===== config.mk =====
export PLATFORM = sky130hd
export DESIGN_NAME = crc16_byte_step
export DESIGN_NICKNAME = d
export VERILOG_FILES = /design/src/rtl/crc16_pkg.sv /design/src/rtl/crc16_byte_step.sv
export SDC_FILE = /design/constraint.sdc
export NUM_CORES = 1
export LEC_CHECK = 0
export CORE_AREA = 2 2 39 41
export DETAILED_ROUTE_END_ITERATION = 16
export DIE_AREA = 0 0 41 43
export PLACE_DENSITY = 0.71
export SYNTH_ARGS = -nofsm -noshare
export SYNTH_HDL_FRONTEND = slang
export SYNTH_SLANG_ARGS = --single-unit

===== constraint.sdc =====
create_clock -name vclk -period 2.3
set_input_delay 0.575 -clock vclk [all_inputs]
set_output_delay 0.575 -clock vclk [all_outputs]
set_load 0.01 [all_outputs]

===== src/rtl/crc16_pkg.sv =====
// Shared CRC-16 (poly 0x8005, MSB-first, init 0, no reflection/xorout) definitions
// used by both the frame generator and the frame checker.
package crc16_pkg;

    localparam logic [15:0] CRC16_POLY = 16'h8005;
    localparam logic [15:0] CRC16_INIT = 16'h0000;

    typedef enum logic [1:0] {
        IDLE,
        HOLD1,
        STREAM,
        STATUS
    } state_t;

    // One byte of CRC update, MSB of data first; the loop unrolls to 8 XOR stages.
    function automatic logic [15:0] crc16_next(input logic [15:0] crc, input logic [7:0] data);
        logic [15:0] c;
        c = crc;
        for (int i = 7; i >= 0; i--) begin
            if (c[15] ^ data[i]) begin
                c = {c[14:0], 1'b0} ^ CRC16_POLY;
            end else begin
                c = {c[14:0], 1'b0};
            end
        end
        return c;
    endfunction

endpackage


===== src/rtl/crc16_byte_step.sv =====
// Combinational single-byte CRC-16 step, shared by generator and checker so both
// sides are built from identical equations.
module crc16_byte_step
    import crc16_pkg::*;
(
    input  logic [15:0] crc_in,
    input  logic [7:0]  data,
    output logic [15:0] crc_out
);

    assign crc_out = crc16_next(crc_in, data);

endmodule


==> results of run 1 <==
-- layer usage --
metal	vias up	part of all wire, %	global-route usage (%)
met2	14	66	17.8
met3	0	8.4	0
met5	-	0	0
met1	157	26	10.5
li1	170	-	-
met4	0	0	0
-- worst max-delay path, cell delays in order --
cell and delay [ns]:
buf_6 0.11, xnor2_4 0.18, xor2_2 0.22, xnor2_2 0.16
xnor3_1 0.34, buf_2 0.15
-- power by group through the flow --
stage | logic, W | registers [W] | clock network (W)
floorplan | 0.000184 | 0 | 0
global placement | 0.000400 | 0 | 0
detailed placement | 0.000404 | 0 | 0
CTS | 0.000416 | 0 | 0
global route | 0.000481 | 0 | 0
finish | 0.000448 | 0 | 0
-- cells by family (layout without fill, tap and decap cells) --
group	Yosys count	count (layout)	synth area share, %
XOR/XNOR	23	23	87.4
buffers and inverters	5	51	12.6
-- cell type report --
cell class	instances	area, µm²	area share, %
Tap cell	16	20.0	2.45
Multi-Input combinational cell	23	384	47.1
Timing Repair Buffer	51	412	50.5
-- cells in the final DEF, fill, tap and decap left out --
cell type and count:
clkdlybuf4s50_1 4, xnor2_2 8, xnor3_1 1, buf_2 9
xor2_2 2, xor2_1 3, buf_8 2, buf_4 21
clkbuf_2 2, xnor2_1 4, dlygate4sd2_1 7, xor2_4 1
xnor2_4 4, buf_6 6
-- path summary, 6_finish.rpt --
path	end	slack (ns)	from
worst max-delay path	crc_out[15]	-0.02	crc_in[11]
worst min-delay path	crc_out[11]	1.15	crc_in[3]
-- repair_timing --
action,CTS,global route
pin swaps,15,10
gates resized for setup,91,17
endpoints found under the setup margin,11,5
buffers inserted,11,0
-- stage by stage --
stage               area, µm²  std cells  hold slack, ns  utilization [%]
CTS                       752         90            1.15             54.3
global placement          663         80            1.15             47.9
floorplan                 298         28            1.24                -
global route              816         90            1.15             59.0
detailed placement        663         80            1.15             47.9
finish                    816         90            1.15             59.0
==> flow_summary.ini, run 1 <==
[outcome]
outcome = finished with violations
violations = negative setup slack

[pwr]
p_leak_nw = 0.402
power.switching_w = 0.000172
p_int_w = 0.000276
pwr_density_cell_nw_per_um2 = 549
clkPwrFrac_pct = 0
p_comb_share_pct = 100.0
p_sw_share_pct = 38.4
sequentialPowerShare_pct = 0
p_total_w = 0.000448
ir_worst_vdd_v = 0.000230

[timing]
timing.final.ws_setup_ns = -0.0182
hold_violations = 0
min_period_over_period_pct = 101
max_freq_mhz = 431
rsz0062_at_grt = yes
finalSetupTns_ns = -0.0182
slew_violations = 0
min_period_ns = 2.32
tightestPinTransition_ns = 0.286
finalSetupViolations = 1
relSlewSlack_pct = 80.9

[worst_setup_path]
startpoint_type = primary input
arrival_ns = 1.74
endpoint_kind = primary output
path_max_fanout = 2
required_ns = 1.73
critPathKind = in -> out

[die]
die_h_um = 43
core-area_um2 = 1380
start_util_pct = 21.5
dieArea_um2 = 1760
rows = 14
die_x_um = 41
io_pins = 40

[finish]
diodes = 0
final_layout_size_suffix_gt1_share_pct = 74.3
clkbuf_count = 0
n_fill_cell = 124
seq_cells = 0
area_delta_synth_final_pct = 174
register_area_um2 = 0
fin_nets = 100

[drt]
ant_nets = 0
drc = 0
first_iter_violations = 0
wire_per_inst_um = 8.51
wl_um = 766
vias_per_cell = 3.79
vias = 341
dr.pass1.iters = 1

[placed_design]
gp_congestion = 0.618
io_buffer_count = 30
dp_hpwl_um = 580
post-place-ws_ns = -0.779

[synth]
yosysMostFrequentCell = xnor2_1
synth_common_cells = xnor2_1, buf_4, xnor2_2, xor2_1
synthCells = 28
yosysWarnings = 0
yosysTopAreaCellShare_pct = 32.4
synth_area_leaders = xnor2_1, xnor2_2, xor2_1, buf_4, xnor3_1
yosysSeqAreaShare_pct = 0
synth.net_count = 52
yosysUniqueCellTypes = 6
yosysTopAreaCell = xnor2_1
synth_area_per_cell_um2 = 10.6
synth_area_um2 = 298

[global_route]
grt_pass1_wl_um = 1180
grt_pass1_vias = 300
grt_usage_pct = 8.98
antenna_found_initial = 0
grt_overflow = 0
grt_max_degree = 3

[clock_network]
cts_hold_repair.buffers = 0

[hold_path]
hp-class = in -> out
worst_hold_path.num_cells = 0

[job]
cap_viol_max_count = 0
(Power assumes the default switching activity.)
==> run 2, diff against run 1 <==
--- a/config.mk
+++ b/config.mk
@@ -8,7 +8,8 @@
 export CORE_AREA = 2 2 39 41
 export DETAILED_ROUTE_END_ITERATION = 16
 export DIE_AREA = 0 0 41 43
-export PLACE_DENSITY = 0.71
+export DONT_BUFFER_PORTS = 1
+export PLACE_DENSITY = 0.34
 export SYNTH_ARGS = -nofsm -noshare
 export SYNTH_HDL_FRONTEND = slang
 export SYNTH_SLANG_ARGS = --single-unit
==> constraint.sdc (replaced) <==
create_clock -name vclk -period 2.1
set_input_delay 0.525 -clock vclk [all_inputs]
set_output_delay 0.525 -clock vclk [all_outputs]
set_load 0.01 [all_outputs]
==> run 2 against run 1 <==
Against the previous run: the flow now finishes without violations; final area down 54%; sequential share of layout area unchanged; utilization down 32 points; setup slack better by 0.096 ns; critical path type unchanged; worst hold slack worse by 0.10 ns.
==> flow_summary.ini, run 2 (synthesis gave the netlist of run 1 again) <==
[outcome]
outcome = completed

[pwr]
ir_worst_vdd_v = 0.000126
p_leak_nw = 0.167
pwr_density_cell_nw_per_um2 = 689

[timing]
rsz0062_at_grt = no
finalSetupViolations = 0
min_period_over_period_pct = 96.3
min_period_ns = 2.02
finalSetupTns_ns = 0
slew_violations = 0
whs_ns = 1.05
tightestPinTransition_ns = 0.281
hold_violations = 0
max_freq_mhz = 495
relSlewSlack_pct = 81.1

[worst_setup_path]
path_buf_inv = 0
path_cells = xnor2_2, xnor2_2, xnor2_2, xnor3_1
path_max_fanout = 3
critPathKind = in -> out
cp_slowest_stage_delay_ns = 0.38
cp_top_family = XOR/XNOR gates
endpoint_kind = primary output
crit_slowest_cell = xnor3_1
startpoint_type = primary input
cp_common_cell = xnor2_2
arrival_ns = 1.50
required_ns = 1.57

[hold_path]
hp-class = in -> out

[global_route]
grt_max_degree = 4
grt_pass1_vias = 167
grt_overflow = 0
grt_usage_pct = 5.13
grt_pass1_wl_um = 676
antenna_found_initial = 0

[drt]
vias = 177
vias_per_cell = 3.85
first_iter_violations = 0
ant_nets = 0
drc = 0
dr.pass1.iters = 1
wire_per_inst_um = 10.5
wl_um = 484

[placed_design]
dp_cells = 46
io_buffer_count = 0
gp_congestion = 0.539

[finish]
final_common_cell = xnor2_2
final_layout_size_suffix_gt1_share_pct = 63.3
seq_cells = 0
register_area_um2 = 0
fin_cells = 46
diodes = 0
final_core_util_pct = 27.3
multi_input_area_um2 = 305
final_cell_mix = xnor2_2, buf_4, xnor2_1
fin_nets = 56
n_fill_cell = 155
clkbuf_count = 0
area_delta_synth_final_pct = 26.9

[die]
dieArea_um2 = 1760
die_h_um = 43
die_x_um = 41
start_util_pct = 21.5
rows = 14
core-area_um2 = 1380
io_pins = 40

[job]
cap_viol_max_count = 0

[clock_network]
cts_hold_repair.buffers = 0
run 2: path summary, 6_finish.rpt:
check	startpoint	to	slack, ns	cells past startpoint
max	crc_in[13]	crc_out[15]	0.08	4
min	crc_in[6]	crc_out[14]	1.05	0
run 2: final cells by class:
class	count	share of cell area, %
Timing Repair Buffer	7	13.9
Tap cell	16	5.30
Multi-Input combinational cell	23	80.8
run 2: repair_timing:
| action | in CTS | in global routing |
|---|---|---|
| endpoints found under the setup margin | 0 | 1 |
| resized for setup | 0 | 1 |
| buffers inserted | 0 | 0 |
run 2: metal layers:
metal  global-route usage, %  wire length, µm  up-vias
met5                       0                0        -
met4                       0                0        0
met3                    2.62              111        0
met2                    8.44              262       19
met1                    6.15              110       74
li1                        -                -       84
run 2: per-stage QoR:
step | instance area, µm² | power, W | setup slack [ns]
2_1_floorplan | 335 | 0.000218 | 0.0169
3_3_place_gp | 370 | 0.000266 | 0.0375
3_5_place_dp | 370 | 0.000267 | 0.0256
4_1_cts | 370 | 0.000267 | 0.0238
5_1_grt | 378 | 0.000282 | 0.0146
6_report | 378 | 0.000260 | 0.0783
run 2: report_power, final:
part | switching (W) | internal, W
clock network | 0 | 0
logic | 0.000125 | 0.000136
registers | 0 | 0
